$ cat config.mk
export PLATFORM = sky130hd
export DESIGN_NAME = fetch_sequencer
export DESIGN_NICKNAME = d
export VERILOG_FILES = /design/src/rtl/fetch_sequencer.sv
export SDC_FILE = /design/constraint.sdc
export NUM_CORES = 1
export LEC_CHECK = 0
export CAP_MARGIN = 10
export CORE_MARGIN = 4
export CORE_UTILIZATION = 31
export DETAILED_ROUTE_END_ITERATION = 7
export SLEW_MARGIN = 20
export SYNTH_ARGS = -nofsm -noshare
export SYNTH_HDL_FRONTEND = slang
export SYNTH_SLANG_ARGS = --single-unit
$ cat constraint.sdc
create_clock -name clk -period 2.3 [get_ports clk]
set_input_delay 0.46 -clock clk [delete_from_list [all_inputs] [get_ports clk]]
set_output_delay 0.46 -clock clk [all_outputs]
set_load 0.03 [all_outputs]
$ cat src/rtl/fetch_sequencer.sv
// Fetches a 16-bit instruction as two byte reads (pc, pc+1) and presents it on ir_d with a one-cycle ir_en strobe; FETCH_SEQUENCER_PERF_EN adds the fetch_count counter.
// Latency 3 edges from go to issue with zero-wait memory; mem_ready low holds the read, stall holds the word in ISSUE, jump aborts to IDLE.
module fetch_sequencer #(
  parameter int ADDR_WIDTH = 16
) (
  input  logic                  clk,
  input  logic                  nclr,
  input  logic                  go,
  input  logic                  stall,
  input  logic                  jump,
  input  logic [ADDR_WIDTH-1:0] jump_addr,
  output logic                  mem_req,
  output logic [ADDR_WIDTH-1:0] mem_addr,
  input  logic                  mem_ready,
  input  logic [7:0]            mem_rdata,
  output logic [15:0]           ir_d,
  output logic                  ir_en,
  output logic [ADDR_WIDTH-1:0] pc,
  output logic                  busy,
  output logic [15:0]           fetch_count
);

  typedef enum logic [1:0] {
    IDLE  = 2'd0,
    LO    = 2'd1,
    HI    = 2'd2,
    ISSUE = 2'd3
  } state_t;

  state_t                state;
  logic [7:0]            lo_byte;
  logic [ADDR_WIDTH-1:0] pc_inc1;
  logic [ADDR_WIDTH-1:0] pc_inc2;

  assign pc_inc1 = pc + ADDR_WIDTH'(1);
  assign pc_inc2 = pc + ADDR_WIDTH'(2);

  // The low byte is staged and ir_d is written whole when the high byte lands,
  // so ir_d never moves during the ir_en cycle or the cycle after it.
  always_ff @(posedge clk or negedge nclr) begin
    if (!nclr) begin
      state    <= IDLE;
      pc       <= '0;
      mem_addr <= '0;
      mem_req  <= 1'b0;
      lo_byte  <= '0;
      ir_d     <= '0;
      ir_en    <= 1'b0;
      busy     <= 1'b0;
`ifdef FETCH_SEQUENCER_PERF_EN
      fetch_count <= '0;
`endif
    end else begin
      ir_en <= 1'b0;
      if (jump) begin
        pc      <= jump_addr;
        mem_req <= 1'b0;
        busy    <= 1'b0;
        state   <= IDLE;
      end else begin
        case (state)
          IDLE: begin
            if (go && !stall) begin
              state    <= LO;
              busy     <= 1'b1;
              mem_req  <= 1'b1;
              mem_addr <= pc;
            end
          end
          LO: begin
            if (mem_ready) begin
              lo_byte  <= mem_rdata;
              mem_addr <= pc_inc1;
              state    <= HI;
            end
          end
          HI: begin
            if (mem_ready) begin
              ir_d    <= {mem_rdata, lo_byte};
              mem_req <= 1'b0;
              state   <= ISSUE;
            end
          end
          ISSUE: begin
            if (!stall) begin
              ir_en <= 1'b1;
              pc    <= pc_inc2;
`ifdef FETCH_SEQUENCER_PERF_EN
              fetch_count <= fetch_count + 16'd1;
`endif
              if (go) begin
                state    <= LO;
                mem_req  <= 1'b1;
                mem_addr <= pc_inc2;
              end else begin
                state <= IDLE;
                busy  <= 1'b0;
              end
            end
          end
          default: begin
            state   <= IDLE;
            mem_req <= 1'b0;
            busy    <= 1'b0;
          end
        endcase
      end
    end
  end

`ifndef FETCH_SEQUENCER_PERF_EN
  assign fetch_count = '0;
`endif

endmodule
[After elaboration in Yosys (flattened, before gate mapping)]
Cells that the tools add are included.
Word-level totals
  input bits: 30
  output and inout bits: 67
  logic and storage cells: 67
  register bits: 61
Cells by class
  bitwise gates (word level): 1
  reductions and logical operators: 14
  add/subtract/negate cells: 2
  muxes and demuxes: 28
  equality and inequality tests: 14
Operators by type and width (number)
  $mux 16: 7
  $pmux 16 s3: 1
  $ne 3x3->1 const B: 6
  $add 16x1->16 const B: 1
  $add 16x2->16 const B: 1
  $mux 1: 12
  $mux 2: 5
  $ne 2x2->1 const B: 4
  $pmux 2 s4: 1
  $reduce_and 4->1: 2
  $reduce_and 3->1: 2
  $reduce_and 6->1: 1
  $reduce_bool 3->1: 2
  $reduce_and 5->1: 1
  $eq 2x2->1 const B: 2
  $reduce_bool 4->1: 1
  $pmux 1 s3: 1
  $eq 2x1->1 const B: 1
  $logic_not 2->1: 1
  $ne 2x1->1 const B: 1
  $pmux 1 s2: 1
  $reduce_and 2->1: 1
  $reduce_bool 2->1: 1
  $logic_and 1x1->1: 1
  other kinds (2): 2

[Depth between registers and ports, before layout]
  depth after elaboration: 5
  gate-level depth with buffers: 8
  gate-level depth less buffers: 7

[Worst setup path before layout]
Ideal clock, no wire load.
  path type: register to register
  start point: register pc[1]
  end point: register mem_addr[11]
  required time: 2.172 ns
  cell stages (with the launch flop): 7
  library setup time: 0.128 ns
  clock period less this slack: 1.860 ns
  buffers on the path: 0
  path slack: 0.440 ns
  arrival time: 1.733 ns
  cell sequence: dfrtp_1 -> ha_1 -> nand3_1 -> o311ai_0 -> o41ai_1 -> a21oi_1 -> o21ai_0
On the way
  cells in the longest elaborated chain, start to end: 4
  elaborated cells on any way between the ends: 6
  those cells by class: add/sub (2); mux (4)
Ends and longest elaborated chain
  start: declaration: line 18  | output logic [ADDR_WIDTH-1:0] pc,
  start signal: assignment: line 56  | pc <= jump_addr;
  start signal: assignment: line 87  | pc <= pc_inc2;
  $add 16x2->16: line 36  | assign pc_inc2 = pc + ADDR_WIDTH'(2);
  $mux 16: line 91  | if (go) begin
  $mux 16: line 85  | if (!stall) begin
  $pmux 16 s3 *: line 61  | case (state)
  end signal: assignment: line 67  | mem_addr <= pc;
  end signal: assignment: line 73  | mem_addr <= pc_inc1;
  end signal: assignment: line 94  | mem_addr <= pc_inc2;
  end: declaration: line 13  | output logic [ADDR_WIDTH-1:0] mem_addr,
Mark *: on every way between the ends. The rest lies on a longest branch, timed or not. The select of a mux whose other input is x is not followed.
A chain may end at the register's enable or synchronous reset.

[Final worst setup path]
  start point: register pc[3]
  end point: output pc[3]
No word-level cell between the ends.

==> impl_metrics.ini <==
[status]
run_status = finished, final reports clean

[cts]
tritoncts_clock_tree = built
clk_pin_slew_ps = 60
clock_insertion_delay_worst_skew_ps = 330
cts_buffer_depth = 2
numCtsBuffers = 9
ctsRootBufferMaster = clkbuf_16
cts.sink_count = 61
post_cts.repair.setup_buffers = 0
cts-htree-levels = 3

[sta]
fin_worst_skew_ps = 8.342
fin_crit_ps = 2161
period_utilisation_layout = 0.9396
setup_tns_ps = 0
max_freq_mhz = 462.7
final-max-slew-violation-count = 0
timing.final.setup_violations = 0
timing_hold_violations_final = 0
grt_setup_unrepaired = no

[grt]
global_route_total_usage_across_every_layer = 0.1381
first_global_vias = 2737
total_grt_overflow = 0
number_of_antenna_violations_at_the_first_check_in_global_routing = 0
first_pass_grt_wire_length_mm = 14.19
grt_start_max_net_pins = 43

[finish]
number_of_filler_cells_placed_in_the_layout = 1066
sequential_cell_area_um2 = 1526
fin_nets = 471
layout.core_utilization = 0.4294
area_growth_pct = 34.52
most_frequent_cells_in_the_layout = clkdlybuf4s50_1 (79), dfrtp_1 (61), nand2_1 (43)
drive_gt1_frac = 0.1735
mostFrequentLayoutCell = clkdlybuf4s50_1
antennaDiodeCount = 0
multi_input_area_um2 = 1749

[routing]
detailroute.wirelength.met3_um = 366
avgRoutedWirePerCell_um = 15.21
detail_route.drc_violations = 0
firstDrtPassIters = 4
met2_wirelength_mm = 4.289
ant_nets = 0
routed_wl_mm = 8.791
route.top_layer_used = met4
vias_per_cell = 4.834
dr_total_vias = 2794
wl_met1_mm = 3.987
drt_iter0_drc = 132

[power_and_ir_drop]
power.density_nw_per_um2 = 1148
worst_ir_drop_vdd_v = 0.0005641
p_leak_nw = 1.935

[job]
max_cap_viol_count = 0

[setup_path]
path_max_fanout = 11
end_kind = primary output
timing.critical_path.arrival_ps = 1700
timing.critical_path.buf_inv = 1
critical_path_required_ps = 1840
worst_r2r_path_depth = 6
r2r_slack_ps = 350
cp_cell_sequence = clkdlybuf4s50_1
critical-path-slowest-cell = clkdlybuf4s50_1
criticalPathCategory = reg -> out
critical-path-top-delay-family = buffers and inverters
cp_slowest_stage_delay_ps = 760
worstSetupStartpointType = flip-flop
regToRegStartpoint = state[1]
worstReg2RegEnd = pc[15]

[min_path]
holdCritPathClass = in -> async

[synth]
yosys_warn_count = 0
number_of_cells_produced_by_synthesis = 354
avgSynthCellArea_um2 = 9.861
synth_edf_count = 0
synth-async-reset-ratio = 1.000
synthFlopType = dfrtp_1
synth_area_um2 = 3491
synthesized_flop_and_latch_total = 61
seq_area_frac_synth = 0.4373
synth_cell_types = 50

[placed_design]
routabilityCongestion = 0.8401
io_buffer_count = 80
place_hpwl_mm = 6.664

[floorplan]
ios = 97
placement_rows = 38
core_area_um2 = 10940
die_height_um = 114.1
fp.dieArea_um2 = 13020
chipWidth_um = 114.1
start_util = 0.3192
[report_power, final]
part / switching, mW / internal, mW
registers: 0.263 / 1.47
logic: 1.29 / 1.02
clock network: 0.513 / 0.843
[worst max path at each step]
stage / start / end / slack, ps / cells past startpoint
floorplan: pc[1] / mem_addr[11] / 440 / 6
global placement: stall / pc[15] / 190 / 6
detailed placement: stall / mem_addr[0] / 120 / 6
CTS: pc[3] / pc[3] / 110 / 1
global route: pc[3] / pc[3] / 60 / 1
finish: pc[3] / pc[3] / 140 / 1
[registers in the layout (all words and copies together) (netlist names)]
signal and flops:
busy 1, pc 16, mem_req 1, lo_byte 8, ir_d 16, mem_addr 16, state 2, ir_en 1
[synthesized netlist by cell type, types with 5 or more instances]
cell,number,area share
o21ai_0,26,0.037
ha_1,8,0.029
a21oi_1,18,0.026
clkbuf_1,7,0.0075
o21ai_1,9,0.013
inv_1,5,0.0054
buf_2,11,0.016
mux2_2,29,0.094
nor3_1,8,0.011
mux2i_1,5,0.014
dfrtp_1,61,0.44
xor2_1,12,0.030
nand4_1,10,0.018
nor2_1,17,0.018
buf_4,21,0.045
nand2_1,43,0.046
nand2b_1,5,0.0090
xnor2_1,9,0.023
[logic make-up (layout without fill, tap and decap cells)]
group	count (synthesis)	in the layout	share of synthesized area
adder cells (fa/ha/maj)	8	8	0.02867
multiplexers	34	34	0.1079
flip-flops	61	61	0.4373
AND/OR/NAND/NOR	110	110	0.1699
XOR/XNOR	21	21	0.05269
buffers and inverters	46	115	0.07849
other	1	16	0.001074
AO/OA/AOI/OAI	73	73	0.1240
[metrics by stage]
stage	std cells	hold WS (ps)	area, um^2	setup WS [ps]	power [mW]
global route	578	104.0	4696	63.12	5.707
detailed placement	562	443.2	4393	118.7	4.081
CTS	578	84.56	4693	110.6	5.468
finish	578	79.68	4696	138.9	5.391
floorplan	369	164.4	3547	439.5	3.138
global placement	562	433.8	4393	190.2	4.033
[final cells by class]
class	instances	share of cell area
clock buffer	9	0.04796
clock inverter	7	0.01599
inverter	5	0.003997
multi-input combinational	262	0.3725
sequential	61	0.3251
tap	140	0.03730
timing repair buffer	94	0.1972
[routing by layer]
| layer | up-vias | global-route usage |
|---|---|---|
| li1 | 1368 | - |
| met1 | 1349 | 0.1782 |
| met2 | 67 | 0.2260 |
| met3 | 10 | 0.02537 |
| met4 | 0 | 0.06097 |
| met5 | - | 0 |
[timing repair]
action,in CTS,in global routing
hold endpoints to repair,0,0
hold buffers,0,0
endpoints found under the setup margin,0,1
resized for setup,0,1
Power figures use the tool's default switching activity.
